[src/rtl/syn_fifo_pkg.sv]
// Shared definitions for the synchronous FIFO read-side burst controller.
// Contents: FSM state encoding, default geometry constants, burst length type.
package syn_fifo_pkg;

  localparam int DEF_FIFO_ENTRIES = 16;
  localparam int DEF_DATA_WIDTH   = 8;
  localparam int DEF_LEN_WIDTH    = $clog2(DEF_FIFO_ENTRIES) + 1;

  typedef enum logic [1:0] {
    IDLE = 2'd0,
    RUN  = 2'd1,
    DONE = 2'd2
  } state_e;

  typedef logic [DEF_LEN_WIDTH-1:0] len_t;

endpackage

[src/rtl/syn_fifo_skid.sv]
// Two-entry skid buffer sitting between the FIFO read data and the output
// stream. Absorbs the FIFO's one-cycle read latency so a stalled consumer
// never loses a word that was already requested.
// Ports:
//   clk, rst            clock, asynchronous active-high reset
//   push_i/push_data_i  write a word at the tail
//   pop_i               drop the head word (caller guarantees occ_o != 0)
//   occ_o               number of stored words, 0..2
//   data_o              head word, held stable until popped
module syn_fifo_skid #(
  parameter int DATA_WIDTH = 8
) (
  input  logic                  clk,
  input  logic                  rst,
  input  logic                  push_i,
  input  logic [DATA_WIDTH-1:0] push_data_i,
  input  logic                  pop_i,
  output logic [1:0]            occ_o,
  output logic [DATA_WIDTH-1:0] data_o
);

  logic [DATA_WIDTH-1:0] mem0_q, mem0_d;
  logic [DATA_WIDTH-1:0] mem1_q, mem1_d;
  logic                  wr_ptr_q, wr_ptr_d;
  logic                  rd_ptr_q, rd_ptr_d;
  logic [1:0]            occ_q, occ_d;

  always_comb begin
    mem0_d   = mem0_q;
    mem1_d   = mem1_q;
    wr_ptr_d = wr_ptr_q;
    rd_ptr_d = rd_ptr_q;
    occ_d    = occ_q;
    if (push_i) begin
      if (wr_ptr_q) mem1_d = push_data_i;
      else          mem0_d = push_data_i;
      wr_ptr_d = ~wr_ptr_q;
    end
    if (pop_i) rd_ptr_d = ~rd_ptr_q;
    // push and pop together leave the occupancy unchanged
    case ({push_i, pop_i})
      2'b10:   occ_d = occ_q + 2'd1;
      2'b01:   occ_d = occ_q - 2'd1;
      default: occ_d = occ_q;
    endcase
  end

  always_ff @(posedge clk or posedge rst) begin
    if (rst) begin
      mem0_q   <= '0;
      mem1_q   <= '0;
      wr_ptr_q <= 1'b0;
      rd_ptr_q <= 1'b0;
      occ_q    <= 2'd0;
    end else begin
      mem0_q   <= mem0_d;
      mem1_q   <= mem1_d;
      wr_ptr_q <= wr_ptr_d;
      rd_ptr_q <= rd_ptr_d;
      occ_q    <= occ_d;
    end
  end

  assign occ_o  = occ_q;
  assign data_o = rd_ptr_q ? mem1_q : mem0_q;

endmodule

[src/rtl/syn_fifo_reader.sv]
// Read-side burst controller: drains len_i words from the FIFO read port and
// presents them on a valid/ready stream through a 2-entry skid buffer.
// Optional feature macro: SYN_FIFO_READER_LAST_EN adds the m_last_o port.
//
// state | meaning
// IDLE  | waiting for start_i, len_i sampled on accept
// RUN   | issuing FIFO reads and delivering words
// DONE  | one-cycle completion pulse, then back to IDLE
//
// Ports:
//   clk, rst                 clock, asynchronous active-high reset
//   start_i, len_i           burst command (sampled only in IDLE)
//   busy_o, done_o, count_o  status: not idle, end pulse, words delivered
//   fifo_rd_o, fifo_empty_i, fifo_data_i  FIFO read port (1-cycle latency)
//   m_valid_o, m_ready_i, m_data_o        output stream
//   m_last_o                 last word flag (SYN_FIFO_READER_LAST_EN only)
module syn_fifo_reader
  import syn_fifo_pkg::*;
#(
  parameter int FIFO_ENTRIES = DEF_FIFO_ENTRIES,
  parameter int DATA_WIDTH   = DEF_DATA_WIDTH,
  parameter int LEN_WIDTH    = $clog2(FIFO_ENTRIES) + 1
) (
  input  logic                  clk,
  input  logic                  rst,
  input  logic                  start_i,
  input  logic [LEN_WIDTH-1:0]  len_i,
  output logic                  busy_o,
  output logic                  done_o,
  output logic [LEN_WIDTH-1:0]  count_o,
  output logic                  fifo_rd_o,
  input  logic                  fifo_empty_i,
  input  logic [DATA_WIDTH-1:0] fifo_data_i,
  output logic                  m_valid_o,
  input  logic                  m_ready_i,
  output logic [DATA_WIDTH-1:0] m_data_o
`ifdef SYN_FIFO_READER_LAST_EN
  ,
  output logic                  m_last_o
`endif
);

  localparam logic [LEN_WIDTH-1:0] LEN_ONE = LEN_WIDTH'(1);

  state_e               state_q, state_d;
  logic [LEN_WIDTH-1:0] len_q, len_d;
  logic [LEN_WIDTH-1:0] issued_q, issued_d;
  logic [LEN_WIDTH-1:0] delivered_q, delivered_d;
  logic                 inflight_q, inflight_d;
  logic [1:0]           occ;
  logic                 pop;
  logic                 rd;
  logic                 room;

  assign m_valid_o = (occ != 2'd0);
  assign pop       = m_valid_o & m_ready_i;
  // words held or on their way, after this cycle's pop, must leave a free slot
  assign room = ({1'b0, occ} + {2'b00, inflight_q}) < (3'd2 + {2'b00, pop});

  always_comb begin
    state_d     = state_q;
    len_d       = len_q;
    issued_d    = issued_q;
    delivered_d = delivered_q;
    rd          = 1'b0;
    case (state_q)
      IDLE: begin
        if (start_i) begin
          len_d       = len_i;
          issued_d    = '0;
          delivered_d = '0;
          state_d     = (len_i == '0) ? DONE : RUN;
        end
      end
      RUN: begin
        rd = !fifo_empty_i && (issued_q < len_q) && room;
        if (rd)  issued_d    = issued_q + LEN_ONE;
        if (pop) delivered_d = delivered_q + LEN_ONE;
        if (pop && ((delivered_q + LEN_ONE) == len_q)) state_d = DONE;
      end
      DONE:    state_d = IDLE;
      default: state_d = IDLE;
    endcase
    inflight_d = rd;
  end

  always_ff @(posedge clk or posedge rst) begin
    if (rst) begin
      state_q     <= IDLE;
      len_q       <= '0;
      issued_q    <= '0;
      delivered_q <= '0;
      inflight_q  <= 1'b0;
    end else begin
      state_q     <= state_d;
      len_q       <= len_d;
      issued_q    <= issued_d;
      delivered_q <= delivered_d;
      inflight_q  <= inflight_d;
    end
  end

  // read data arrives one cycle after the request; capture it then
  syn_fifo_skid #(.DATA_WIDTH(DATA_WIDTH)) u_skid (
    .clk         (clk),
    .rst         (rst),
    .push_i      (inflight_q),
    .push_data_i (fifo_data_i),
    .pop_i       (pop),
    .occ_o       (occ),
    .data_o      (m_data_o)
  );

  assign busy_o    = (state_q != IDLE);
  assign done_o    = (state_q == DONE);
  assign count_o   = delivered_q;
  assign fifo_rd_o = rd;

`ifdef SYN_FIFO_READER_LAST_EN
  assign m_last_o = m_valid_o & (delivered_q == (len_q - LEN_ONE));
`endif

endmodule
[config.mk]
export PLATFORM = sky130hd
export DESIGN_NAME = syn_fifo_reader
export DESIGN_NICKNAME = d
export VERILOG_FILES = /design/src/rtl/syn_fifo_pkg.sv /design/src/rtl/syn_fifo_skid.sv /design/src/rtl/syn_fifo_reader.sv
export SDC_FILE = /design/constraint.sdc
export NUM_CORES = 1
export LEC_CHECK = 0
export ABC_CLOCK_PERIOD_IN_PS = 2500
export CAP_MARGIN = 10
export CORE_MARGIN = 2
export CORE_UTILIZATION = 30
export CTS_CLUSTER_SIZE = 30
export DETAILED_ROUTE_END_ITERATION = 8
export PLACE_DENSITY = 0.59
export SYNTH_ARGS = -nofsm -noshare
export SYNTH_HDL_FRONTEND = slang
export SYNTH_HIERARCHICAL = 1
export SYNTH_SLANG_ARGS = --single-unit
export TNS_END_PERCENT = 30
[constraint.sdc]
create_clock -name clk -period 2.5 [get_ports clk]
set_clock_uncertainty 0.1 [all_clocks]
set_input_delay 0.5 -clock clk [delete_from_list [all_inputs] [get_ports clk]]
set_output_delay 0.5 -clock clk [all_outputs]
set_load 0.1 [all_outputs]
==> results of run 1 <==
-- per-stage QoR --
stage / utilization / instance area (um2) / worst slack (ns)
after global routing: 0.4154 / 2592 / 0.002630
after floorplan: - / 1907 / 0.008354
after detailed placement: 0.3881 / 2422 / 0.1785
final: 0.4154 / 2592 / 0.07436
after CTS: 0.4122 / 2572 / 0.001385
after global placement: 0.3881 / 2422 / 0.2158
-- cells in the mapped netlist (2+ instances only) --
library cell / instances / area (um2)
ha_1: 9 / 112.6
o31ai_1: 2 / 15.01
o21ai_0: 14 / 70.07
nand2_1: 16 / 60.06
or3_1: 3 / 18.77
nand3_1: 6 / 30.03
nand2b_1: 3 / 18.77
a21oi_1: 3 / 15.01
xor2_1: 6 / 52.55
buf_2: 2 / 10.01
nor3_1: 2 / 10.01
nor2_1: 4 / 15.01
or2_2: 2 / 12.51
dfrtp_1: 38 / 950.9
xnor2_1: 7 / 61.31
inv_1: 10 / 37.54
o211ai_1: 3 / 22.52
mux2_2: 24 / 270.3
-- worst max-delay path: cells and delay by family (launching register included) --
kind            cells  cell delay [ns]
compound gates      3             0.50
buf+inv             3             0.41
flops               1             0.39
fa+ha+maj           1             0.22
-- registers in the layout, indices dropped and copies added (netlist names) --
register / flops
issued_q: 5
u_skid/mem1_q: 8
state_q: 2
u_skid/mem0_q: 8
count_o: 5
u_skid/occ_o: 2
u_skid/rd_ptr_q: 1
len_q: 5
inflight_q: 1
u_skid/wr_ptr_q: 1
-- how the worst max path moves through the flow --
stage / to / start / slack, ns / cells past startpoint
global route: fifo_rd_o / len_q[2] / 0.003 / 7
floorplan: fifo_rd_o / len_q[2] / 0.008 / 7
CTS: fifo_rd_o / len_q[2] / 0.001 / 7
detailed placement: fifo_rd_o / m_ready_i / 0.18 / 6
finish: fifo_rd_o / len_q[2] / 0.07 / 7
global placement: fifo_rd_o / m_ready_i / 0.22 / 6
-- what timing repair did --
item                                    in CTS  in global routing
hold buffers                                 0                  0
hold endpoints to repair                     0                  0
pin swaps                                    0                  1
endpoints found under the setup margin       1                  1
gates resized for setup                      3                  1
setup buffers                                0                  1
-- final cells by class --
cell class	count	area [um2]
Clock inverter	3	68.82
Sequential cell	38	950.9
Inverter	11	41.29
Fill cell	624	3649
Clock buffer	5	68.82
Tap cell	77	96.34
Timing Repair Buffer	39	447.9
Multi-Input combinational cell	118	918.4
-- per-layer routing --
metal  GRT usage  vias to the layer above
li1            -                      681
met1      0.1510                      647
met2      0.1913                       33
met3     0.04253                        9
met4     0.05132                        0
met5           0                        -
-- cells by family after synthesis --
logic type	after synthesis	synth area share
simple gates	42	0.1102
flops	38	0.4987
compound gates	30	0.09777
mux	24	0.1417
buf+inv	15	0.03281
xor+xnor	13	0.05971
fa+ha+maj	9	0.05906
==> summary.md, run 1 <==
| Metric | Value |
|---|---|
| Total routed wire length on the met1 layer | 1738 um |
| Slowest cell delay on critical path | 0.39 ns |
| Register-to-register setup slack | 0.27 ns |
| Pin slew with the least headroom to its limit | 0.7333 ns |
| Peak Freq | 412.3 MHz |
| Number of placed I/O pins | 35 |
| Min-Delay Startpoint | u_skid/mem1_q[4] |
| Final layout net count | 240 |
| Layout cells sized above 1 | 0.2991 |
| RR Startpoint | len_q[2] |
| Avg WL per Cell | 13.36 um |
| Detailed-router iteration count before antenna repair | 4 |
| Cell count after placement | 282 |
| Netlist cell types | 35 |
| Prevailing post-synth register cell | dfrtp_1 |
| Number of antenna violations at the first check in global routing | 0 |
| FF+latch count, synth | 38 |
| Capturing element type of the critical path | primary output |
| Post-route setup TNS | 0 ns |
| Number of nets with antenna violations after detailed routing | 0 |
| Crit Reg-Reg Endpoint | issued_q[4] |
| Row Count | 29 |
| Total grt overflow | 0 |
| Top fanout value on the critical path | 2 |
| Rel. slew slack | 0.5106 |
| Global-route wire length before repair | 6658 um |
| Clock slew at the register clock pins of the worst setup and hold paths | 0.08 ns |
| Post-Route Hold Slack | 0.4051 ns |
| Vias post-DR | 1370 |
| Number of sinks driven by the clock tree | 38 |
| Number of cells on the worst reg-to-reg path | 9 |
| Tot GR Track Use | 0.1213 |
| Vias per std cell | 4.708 |
| Element type at the critical path start | flip-flop |
| Status | completed |
| Finish-stage setup viols | 0 |
| Starting density of the core | 0.3055 |
| Syn_area_per_cell | 11.15 um2 |
| Detail Route met2 WL | 1877 um |
| Number of warnings printed during yosys synthesis | 6 |
| Antenna fix cells | 0 |
| Sequential-to-total area share from yosys stat | 0.4987 |
| Max Buffers Root-to-Sink | 2 |
| Post-Synthesis Cell Area | 1907 um2 |
| Area growth from synthesis to final layout | 35.96% |
| Total count of hold-check failures in the final report | 0 |
| Cell breakdown of the critical path | inv_1 -> ha_4 -> a21o_1 -> a31oi_2 -> o2111ai_2 -> inv_2 -> buf_12 |
| Slowest stage cell on the critical path | dfrtp_1 |
| Highest-count cells in the layout ignoring fill and taps | dfrtp_1 (38), mux2_2 (24), clkdlybuf4s50_1 (17), nand2_1 (16), o21ai_0 (14) |
| Pin count of the biggest net entering global routing | 21 |
| Via count of the first global-routing pass | 1395 |
| Area of the core | 6241 um2 |
| Met3 wire length | 186 um |
| PortBufs | 34 |
| Number of flops mapped to enable cells by yosys | 0 |
| Initial DRC count | 43 |
| Uppermost routed layer | met4 |
| RSZ-0062 raised after global routing | no |
| Clock Tree Root | clkbuf_8 |
| Required time of the worst setup path | 1.90 ns |
| Async set-reset flop share out of synthesis | 1.000 |
| Tmin final | 2.426 ns |
| RD Place Congestion | 0.7816 |
| Crit path arrival time | 1.83 ns |
| Height of the die | 83.73 um |
| Clock tree from TritonCTS | done |
| Number of pins exceeding their max-slew limit in the final report | 0 |
| Overall die width | 83.73 um |
| Die Outline Area | 7010 um2 |
| Cell count after synthesis | 171 |
| Most frequent standard cell in the layout excluding fill and tap cells | dfrtp_1 |
| Cts bufs inserted | 5 |
| Portion of the clock cycle consumed by the worst path in the final layout | 0.9703 |
| Synthesized netlist net count | 198 |
| Clock Latency Late Sink | 0.30 ns |
| Final non-filler cell total | 291 |
| Worst min-delay path endpoint | u_skid/mem1_q[4] |
| Aggregate routed wire length | 3888 um |
| Half-perimeter wire length of the detailed placement result | 2914 um |
| Min-Delay Path Class | reg2reg |
| H-tree lvl count | 2 |
| Remaining design rule violation count | 0 |
| Category of the most critical setup path | reg2out |
| Worst hold stages | 1 |
| Maximum capacitance violations | 0 |
Power of run 1 is left out: the tool's default activity adds up to more than one toggle a clock period on the data nets, which glitch-free logic cannot reach.
==> run 2, diff against run 1 <==
Settings changed: SYNTH_HIERARCHICAL 1 to unset.
==> summary.md, run 2 <==
| Metric | Value |
|---|---|
| Layout Utilization | 0.4226 |
| Global-route wire length before repair | 6596 um |
| Via count of the first global-routing pass | 1391 |
| Number of nets with antenna violations after detailed routing | 0 |
| Layout cells sized above 1 | 0.3378 |
| Avg WL per Cell | 12.85 um |
| PortBufs | 34 |
| Final worst setup slack | 0.03729 ns |
| Share of Yosys cell area claimed by the top area cell type | 0.5000 |
| Syn_area_per_cell | 11.12 um2 |
| Cell taking the most area after synthesis | dfrtp_1 |
| Post-Synthesis Cell Area | 1902 um2 |
| Total grt overflow | 0 |
| Finish-stage setup viols | 0 |
| Netlist cell types | 28 |
| Number of antenna violations at the first check in global routing | 0 |
| H-tree lvl count | 2 |
| Aggregate routed wire length | 3880 um |
| Clock slew at the register clock pins of the worst setup and hold paths | 0.07 ns |
| Worst-case setup slack after placement | 0.005500 ns |
| Cell with the most instances after synthesis | dfrtp_1 |
| Capturing element type of the critical path | primary output |
| Element type at the critical path start | input port |
| Number of placed I/O pins | 35 |
| Height of the die | 83.62 um |
| Portion of the clock cycle consumed by the worst path in the final layout | 0.9851 |
| Status | completed |
| Tot GR Track Use | 0.1187 |
| Async set-reset flop share out of synthesis | 1.000 |
| Fin area | 2638 um2 |
| Top cells by instance count after synthesis | dfrtp_1 (38), mux2_2 (25), nand2_1 (17) |
| Cts bufs inserted | 5 |
| Top fanout value on the critical path | 2 |
| Die Outline Area | 6992 um2 |
| FF+latch count, synth | 38 |
| Half-perimeter wire length of the detailed placement result | 2839 um |
| Sequential-to-total area share from yosys stat | 0.5000 |
| Cell count after synthesis | 171 |
| Initial DRC count | 46 |
| Maximum capacitance violations | 0 |
| Antenna fix cells | 0 |
| Placed instance area | 2469 um2 |
| Required time of the worst setup path | 1.90 ns |
| Dominant cells by area after synthesis | dfrtp_1 (50%), mux2_2 (15%), ha_1 (5.9%) |
| Number of flops mapped to enable cells by yosys | 0 |
| Final layout net count | 251 |
| Min-Delay Path Class | reg2reg |
| Pin slew with the least headroom to its limit | 0.4896 ns |
| Crit path arrival time | 1.86 ns |
| Total count of hold-check failures in the final report | 0 |
| Highest-count cells in the layout ignoring fill and taps | dfrtp_1 (38), mux2_2 (25), buf_4 (23), nand2_1 (17), clkdlybuf4s50_1 (17) |
| Tmin final | 2.463 ns |
| Top Registers | u_skid.mem0_q (8), u_skid.mem1_q (8) |
| Remaining design rule violation count | 0 |
| RSZ-0062 raised after global routing | yes |
| Clock Tree Root | clkbuf_8 |
| Area of the core | 6241 um2 |
| Detailed-router iteration count before antenna repair | 4 |
| Rel. slew slack | 0.6736 |
| Max Buffers Root-to-Sink | 2 |
| Number of pins exceeding their max-slew limit in the final report | 0 |
| Post-route setup TNS | 0 ns |
| Synthesized netlist net count | 198 |
| Overall die width | 83.62 um |
| Pin count of the biggest net entering global routing | 39 |
| RD Place Congestion | 0.7798 |
| Number of warnings printed during yosys synthesis | 0 |
| Category of the most critical setup path | in2out |
| Vias per std cell | 4.639 |
| Clock Latency Late Sink | 0.28 ns |
| Peak Freq | 406.1 MHz |
| Clock tree from TritonCTS | done |
| Vias post-DR | 1401 |
| Prevailing post-synth register cell | dfrtp_1 |
| Row Count | 29 |
| Number of sinks driven by the clock tree | 38 |
| Most frequent standard cell in the layout excluding fill and tap cells | dfrtp_1 |
| Starting density of the core | 0.3047 |
| Area growth from synthesis to final layout | 38.68% |
==> run 2: per-stage QoR <==
step | hold slack, ns | instances
4_1_cts | 0.3949 | 299
5_1_grt | 0.4178 | 302
6_report | 0.3951 | 302
2_1_floorplan | 0.3591 | 171
3_3_place_gp | 0.3809 | 288
3_5_place_dp | 0.3794 | 288
==> run 2: logic make-up after synthesis <==
kind of cell | share of synthesized area
multiplexers | 0.1480
XOR/XNOR | 0.06447
AO/OA/AOI/OAI | 0.09407
AND/OR/NAND/NOR | 0.1086
adder cells (fa/ha/maj) | 0.05921
flip-flops | 0.5000
buffers and inverters | 0.02566
==> run 2: what timing repair did <==
item                                    in CTS  in global routing
resized for setup                            4                  3
pin swaps                                    4                  6
buffers inserted                             3                  3
endpoints found under the setup margin       1                  1
hold buffers                                 0                  0
==> run 2: area by class of cell <==
| type | count | area, um2 |
|---|---|---|
| Sequential cell | 38 | 950.9 |
| Multi-Input combinational cell | 120 | 934.6 |
| Fill cell | 610 | 3603 |
| Inverter | 10 | 41.29 |
| Tap cell | 77 | 96.34 |
| Clock buffer | 7 | 86.33 |
| Clock inverter | 1 | 5.005 |
| Timing Repair Buffer | 49 | 523.0 |
==> run 2: routing by layer <==
| layer | vias to the layer above | GRT usage | share of wire |
|---|---|---|---|
| met2 | 30 | 0.1935 | 0.47 |
| met1 | 664 | 0.1494 | 0.47 |
| met3 | 7 | 0.03759 | 0.048 |
| li1 | 700 | - | - |
| met5 | - | 0 | 0 |
| met4 | 0 | 0.03959 | 0.013 |
==> run 2: final timing paths <==
path / start / to / slack [ns] / cells after the start
min: u_skid.wr_ptr_q / u_skid.wr_ptr_q / 0.40 / 1
max in group asynchronous: rst / u_skid.mem1_q[2] / 1.42 / 3
min in group asynchronous: rst / u_skid.mem1_q[4] / 0.54 / 3
max reg2reg: inflight_q / issued_q[4] / 0.27 / 8
min reg2reg: u_skid.wr_ptr_q / u_skid.wr_ptr_q / 0.40 / 1
max: m_ready_i / fifo_rd_o / 0.04 / 6
==> run 2: critical path, cell delays in order <==
cell             delay [ns]
clkdlybuf4s50_1        0.47
o21ai_2                0.06
o21a_1                 0.17
a311o_2                0.39
clkinvlp_4             0.10
buf_12                 0.17
Power of run 2 is left out for the same reason.
